**config.mk**
```make
export PLATFORM = sky130hd
export DESIGN_NAME = commit_halt_monitor_flat
export DESIGN_NICKNAME = d
export VERILOG_FILES = /design/src/rtl/commit_halt_monitor_if.sv /design/src/rtl/commit_halt_monitor.sv /design/src/flat_wrapper.sv
export SDC_FILE = /design/constraint.sdc
export NUM_CORES = 1
export LEC_CHECK = 0
export ABC_AREA = 0
export CAP_MARGIN = 10
export CORE_AREA = 2 2 151 153
export DETAILED_ROUTE_END_ITERATION = 7
export DIE_AREA = 0 0 153 155
export PLACE_DENSITY_LB_ADDON = 0.15
export SLEW_MARGIN = 0
export SYNTH_ARGS = -nofsm -noshare
export SYNTH_HDL_FRONTEND = slang
export SYNTH_SLANG_ARGS = --single-unit
```
**constraint.sdc**
```tcl
create_clock -name clk -period 6.15 [get_ports clk]
set_clock_uncertainty 0.2 [all_clocks]
set_input_delay 1.23 -clock clk [delete_from_list [all_inputs] [get_ports clk]]
set_output_delay 1.23 -clock clk [all_outputs]
set_load 0.05 [all_outputs]
```
**src/rtl/commit_halt_monitor_if.sv**
```systemverilog
// Commit-stream bundle between the retiring core lanes and the halt monitor.
interface commit_halt_monitor_if #(
  parameter int NUM_CH  = 2,
  parameter int XLEN    = 32,
  parameter int ORDER_W = 64
);
  logic [NUM_CH-1:0]              commit_valid;
  logic [NUM_CH-1:0][31:0]        commit_instr;
  logic [NUM_CH-1:0][XLEN-1:0]    commit_pc;
  logic [NUM_CH-1:0][XLEN-1:0]    commit_pc_wdata;
  logic [NUM_CH-1:0][ORDER_W-1:0] lane_order;
  logic [ORDER_W-1:0]             order_count;
  logic                           halt;
  logic                           timeout;
  logic [1:0]                     mon_state;

  modport master (
    output commit_valid, commit_instr, commit_pc, commit_pc_wdata,
    input  lane_order, order_count, halt, timeout, mon_state
  );

  modport slave (
    input  commit_valid, commit_instr, commit_pc, commit_pc_wdata,
    output lane_order, order_count, halt, timeout, mon_state
  );
endinterface

```
**src/rtl/commit_halt_monitor.sv**
```systemverilog
// Commit-stream monitor: retirement ordering, self-loop halt detection with
// drain, and a no-commit watchdog.
module commit_halt_monitor_lane #(
  parameter int XLEN     = 32,
  parameter int LOOP_JAL = 1
) (
  input  logic            valid,
  input  logic [6:0]      opcode,
  input  logic [XLEN-1:0] pc,
  input  logic [XLEN-1:0] pc_wdata,
  output logic            hit
);
  logic loop_op;
  assign loop_op = (opcode == 7'h63) || ((LOOP_JAL != 0) && (opcode == 7'h6f));
  // valid gates first so garbage on idle lanes never reaches state
  assign hit = valid && loop_op && (pc_wdata == pc);
endmodule

module commit_halt_monitor #(
  parameter int NUM_CH        = 2,
  parameter int XLEN          = 32,
  parameter int ORDER_W       = 64,
  parameter int DRAIN_CYCLES  = 5,
  parameter int STALL_TIMEOUT = 100000,
  parameter int LOOP_JAL      = 1
) (
  input  logic                clk,
  input  logic                rst,
  commit_halt_monitor_if.slave mon
);
  localparam int CNT_W = $clog2(NUM_CH + 1);
  localparam int DRN_W = (DRAIN_CYCLES > 0) ? $clog2(DRAIN_CYCLES + 1) : 1;
  localparam int STL_W = (STALL_TIMEOUT > 1) ? $clog2(STALL_TIMEOUT) : 1;

  typedef enum logic [1:0] {RUN = 2'd0, DRAIN = 2'd1, HALTED = 2'd2, TMO = 2'd3} state_t;

  state_t                          state;
  logic [ORDER_W-1:0]              cnt;
  logic [DRN_W-1:0]                drain_cnt;
  logic [STL_W-1:0]                stall_cnt;
  logic [NUM_CH-1:0]               hit;
  logic [NUM_CH:0][CNT_W-1:0]      pre;

  for (genvar i = 0; i < NUM_CH; i++) begin : g_lane
    commit_halt_monitor_lane #(.XLEN(XLEN), .LOOP_JAL(LOOP_JAL)) u_lane (
      .valid    (mon.commit_valid[i]),
      .opcode   (mon.commit_instr[i][6:0]),
      .pc       (mon.commit_pc[i]),
      .pc_wdata (mon.commit_pc_wdata[i]),
      .hit      (hit[i])
    );
  end

  // Prefix popcount compacts order numbers across valid lanes
  always_comb begin
    pre[0] = '0;
    for (int i = 0; i < NUM_CH; i++)
      pre[i+1] = pre[i] + CNT_W'(mon.commit_valid[i]);
  end

  always_comb begin
    mon.lane_order = '0;
    for (int i = 0; i < NUM_CH; i++)
      mon.lane_order[i] = cnt + ORDER_W'(pre[i]);
  end

  always_ff @(posedge clk or posedge rst) begin
    if (rst) begin
      state     <= RUN;
      cnt       <= '0;
      drain_cnt <= '0;
      stall_cnt <= '0;
    end else begin
      case (state)
        RUN: begin
          cnt <= cnt + ORDER_W'(pre[NUM_CH]);
          if (|hit) begin
            state     <= DRAIN;
            drain_cnt <= DRN_W'(DRAIN_CYCLES);
          end else if (STALL_TIMEOUT != 0) begin
            if (|mon.commit_valid)                          stall_cnt <= '0;
            else if (stall_cnt == STL_W'(STALL_TIMEOUT - 1)) state     <= TMO;
            else                                            stall_cnt <= stall_cnt + STL_W'(1);
          end
        end
        DRAIN: begin
          cnt <= cnt + ORDER_W'(pre[NUM_CH]);
          if (drain_cnt == '0) state     <= HALTED;
          else                 drain_cnt <= drain_cnt - DRN_W'(1);
        end
        default: ;
      endcase
    end
  end

  assign mon.order_count = cnt;
  assign mon.halt        = (state == HALTED);
  assign mon.timeout     = (state == TMO);
  assign mon.mon_state   = state;
endmodule

```
**src/flat_wrapper.sv**
```systemverilog
// flat-port wrapper written by rule: the top's interface ports become plain ports
module commit_halt_monitor_flat 
#(
  parameter int NUM_CH        = 2,
  parameter int XLEN          = 32,
  parameter int ORDER_W       = 64,
  parameter int DRAIN_CYCLES  = 5,
  parameter int STALL_TIMEOUT = 100000,
  parameter int LOOP_JAL      = 1
)
  (clk, rst, mon_commit_valid, mon_commit_instr, mon_commit_pc, mon_commit_pc_wdata, mon_lane_order, mon_order_count, mon_halt, mon_timeout, mon_mon_state);
  commit_halt_monitor_if #(.NUM_CH(NUM_CH), .XLEN(XLEN), .ORDER_W(ORDER_W)) mon_i ();
  input  logic clk;
  input  logic rst;
  input wire logic [$bits(mon_i.commit_valid)-1:0] mon_commit_valid;
  input wire logic [$bits(mon_i.commit_instr)-1:0] mon_commit_instr;
  input wire logic [$bits(mon_i.commit_pc)-1:0] mon_commit_pc;
  input wire logic [$bits(mon_i.commit_pc_wdata)-1:0] mon_commit_pc_wdata;
  output wire logic [$bits(mon_i.lane_order)-1:0] mon_lane_order;
  output wire logic [$bits(mon_i.order_count)-1:0] mon_order_count;
  output wire logic [$bits(mon_i.halt)-1:0] mon_halt;
  output wire logic [$bits(mon_i.timeout)-1:0] mon_timeout;
  output wire logic [$bits(mon_i.mon_state)-1:0] mon_mon_state;
  assign mon_i.commit_valid = mon_commit_valid;
  assign mon_i.commit_instr = mon_commit_instr;
  assign mon_i.commit_pc = mon_commit_pc;
  assign mon_i.commit_pc_wdata = mon_commit_pc_wdata;
  assign mon_lane_order = mon_i.lane_order;
  assign mon_order_count = mon_i.order_count;
  assign mon_halt = mon_i.halt;
  assign mon_timeout = mon_i.timeout;
  assign mon_mon_state = mon_i.mon_state;
  commit_halt_monitor #(.NUM_CH(NUM_CH), .XLEN(XLEN), .ORDER_W(ORDER_W), .DRAIN_CYCLES(DRAIN_CYCLES), .STALL_TIMEOUT(STALL_TIMEOUT), .LOOP_JAL(LOOP_JAL)) u_core (.clk(clk), .rst(rst), .mon(mon_i));
endmodule
```
==> results.ini <==
[final_layout]
area_delta_synth_final_pct = 53.7
design_area_sq_mm = 0.0103
num_antenna_cells = 0
drive_gt1_share_pct = 6.68
nNetsFinal = 1261
stdcell_count = 1348
nFillCells = 2206

[global_routing]
grt_max_degree = 52
grt_pass1_vias = 6555
met2_usage_pct = 35.3
antenna_found_initial = 0
grt.met1_usage_pct = 24.3
grt-busiest-layer = met2
grt_pass1_wl_mm = 37.4
grt_overflow_total = 0
grt_usage_pct = 20.3
grtUsageMet3_pct = 4.71

[setup_path]
arrival_ps = 4300
crit_required_ps = 4720
slowest_delay_ps = 830
crit_path_start_kind = input pin
cp_max_fo = 4
cp_top_family = buffers and inverters
slowest_stage = clkdlybuf4s50_1
path_cells = clkdlybuf4s50_1 -> ha_1 -> ha_1 -> and3_1 -> nand3_1 -> nor2_1 -> nand2_1 -> xnor2_1 -> clkdlybuf4s50_1
critPathBufInv = 2
cp-end-kind = output port
worstSetupPathType = in2out

[cts]
clockRootBuffer = clkbuf_16
cts_buffers = 9
insertion_delay_ps = 350
h-tree-depth = 3
clkSlewWorstSetupHoldPaths_ps = 60
cts.path.max_buffers = 2
clock-sinks = 86
cts_tree = done
cts_resized = 0
ctsHoldBuffers = 0
post-cts-setup-buffer-count = 0

[status]
outcome = finished, final reports clean

[floorplanning]
die_w_microns = 153
core-area_sq_mm = 0.0222
die-area_sq_mm = 0.0237
start_util_pct = 30.3
dieHeight_microns = 155
core.rowCount = 55
pin_count = 392

[job]
cap_viol_max_count = 0

[logic_synthesis]
ys.warnings.count = 0
avgSynthCellArea_sq_um = 8.55
syn-num-nets = 991
ys_seq_area_share_pct = 32.0
synth_flop_cell = dfrtp_1
ys_ff_latch = 86
syn_area_sq_mm = 0.00673
synth_enable_flop_cells = 0
synthCells = 788
synth_cell_types = 58
async_reset_ff_share_pct = 100

[routing]
wire_per_inst_microns = 18.1
vias_per_cell = 4.93
ant_nets = 0
post-route-drc-count = 0
wl_mm = 24.3
vias = 6651
drtPass1Iterations = 5
drt_iter0_markers = 401

[power_and_ir_drop]
peakVddDrop_mv = 0.103
total_power_mw = 1.40
power_density_mw_per_mm2 = 136
p_leak_nw = 4.09

[place]
place.gp.congestion = 0.835
place_hpwl_mm = 19.8
place_inst = 1332
dpl_cell_area_sq_mm = 0.0100
port_buffers = 341
dpl_worst_slack_ps = 431

[timing]
fin_crit_sh_pct = 93.2
drv_slew = 0
rsz0062_at_grt = no
setup_slack_ps = 417
timing.fmax_mhz = 174
fin_tns_setup_ps = 0
period_minus_slack_ps = 5730
final-setup-viol-count = 0
finalHoldViolCount = 0
max_slew_margin_pct = 22.4
worstMarginPinSlew_ps = 1150

[min_path]
holdCritPathClass = reg2reg

==> cell usage in the layout (no fill, tap or decap), types with 29 or more instances in the layout <==
| cell | n |
|---|---|
| xor2_1 | 118 |
| dfrtp_1 | 86 |
| nand2_1 | 103 |
| nand4_1 | 29 |
| o21ai_0 | 33 |
| nor4_1 | 30 |
| xnor2_1 | 72 |
| nor2_1 | 48 |
| nor3_1 | 37 |
| clkdlybuf4s50_1 | 316 |
| nand3_1 | 34 |
==> cell usage after synthesis, drive strengths merged (3+ instances only) <==
master  count  share of area (%)
nand2b      6               0.56
xor2      118                 15
or2         3               0.28
a21oi       3               0.22
o41ai       5               0.65
or3         4               0.37
nor4       30                2.8
o31ai       7               0.78
o21ai      33                2.5
clkbuf     19                1.2
and2        5               0.50
xnor2      72                9.4
or4         4               0.61
nand2     104                5.8
nor2       50                2.9
ha          6                1.1
nand4      30                3.0
inv        14               0.78
and3       11                1.1
nor3       37                2.7
and4        6               0.82
nor2b       3               0.28
nand4b      3               0.39
dfrtp      86                 32
buf        72                7.8
nand3      34                2.5
==> layer usage <==
| metal | up-vias | part of all wire (%) | routed length [microns] |
|---|---|---|---|
| met3 | 42 | 7.0 | 1700 |
| met1 | 3156 | 40 | 9770 |
| met5 | - | 0 | 0 |
| li1 | 3171 | - | - |
| met2 | 282 | 50 | 12100 |
| met4 | 0 | 3.3 | 804 |
==> report_power, final <==
group / switching (mW) / leakage, nW / internal [mW] / total [mW]
Clock: 0.245 / 0.148 / 0.368 / 0.613
Sequential: 0.0111 / 1.14 / 0.572 / 0.583
Combinational: 0.0886 / 2.79 / 0.120 / 0.209
Total: 0.345 / 4.09 / 1.06 / 1.40
==> stage by stage <==
stage,util [%],hold slack (ps)
after floorplan,-,247
after detailed placement,45.1,276
after CTS,46.6,285
after global routing,46.6,320
after global placement,45.1,264
final,46.6,280
==> final timing paths <==
| check | from | endpoint | slack (ps) | depth (start not counted) |
|---|---|---|---|---|
| hold reg to reg | u_core.stall_cnt[16] | u_core.stall_cnt[16] | 280 | 1 |
| min in group asynchronous | rst | u_core.mon.order_count[61] | 1200 | 2 |
| max in group asynchronous | rst | u_core.mon.order_count[6] | 3530 | 3 |
| hold / removal | u_core.stall_cnt[16] | u_core.stall_cnt[16] | 280 | 1 |
| setup / recovery | mon_commit_valid[0] | mon_lane_order[106] | 420 | 9 |
| setup reg to reg | u_core.mon.order_count[0] | u_core.mon.order_count[48] | 2460 | 10 |
==> logic make-up after synthesis <==
| logic type | after synthesis | synth area share, % |
|---|---|---|
| xor gates and xnor gates | 190 | 24.7 |
| buffers and inverters | 109 | 10.9 |
| adders and majority gates | 7 | 1.41 |
| DFF | 86 | 32.0 |
| AOI/OAI and AO/OA | 57 | 5.18 |
| and+or+nand+nor | 337 | 25.5 |
| muxes | 2 | 0.316 |
==> cell type report <==
type,instances,area [sq um],area share (%)
sequential,86,2150,20.8
tap,285,357,3.45
clock buffer,11,243,2.35
clock inverter,5,82.6,0.798
timing repair buffer,354,3610,34.9
inverter,14,53.8,0.520
multi-input combinational,593,3850,37.2
==> state kept, by name, indices dropped and copies added, names as in the netlist <==
register / count
u_core.drain_cnt: 3
u_core.mon.mon_state: 2
u_core.mon.order_count: 64
u_core.stall_cnt: 17
==> worst register-to-register path: stages (launching register included) <==
cell	delay, ps
dfrtp_1	440
inv_1	100
fa_1	480
inv_1	100
ha_1	190
nand4b_1	230
nor4_1	680
nand2_1	260
nor2_1	530
nand4_1	190
xnor2_1	170
Power figures use the tool's default switching activity.
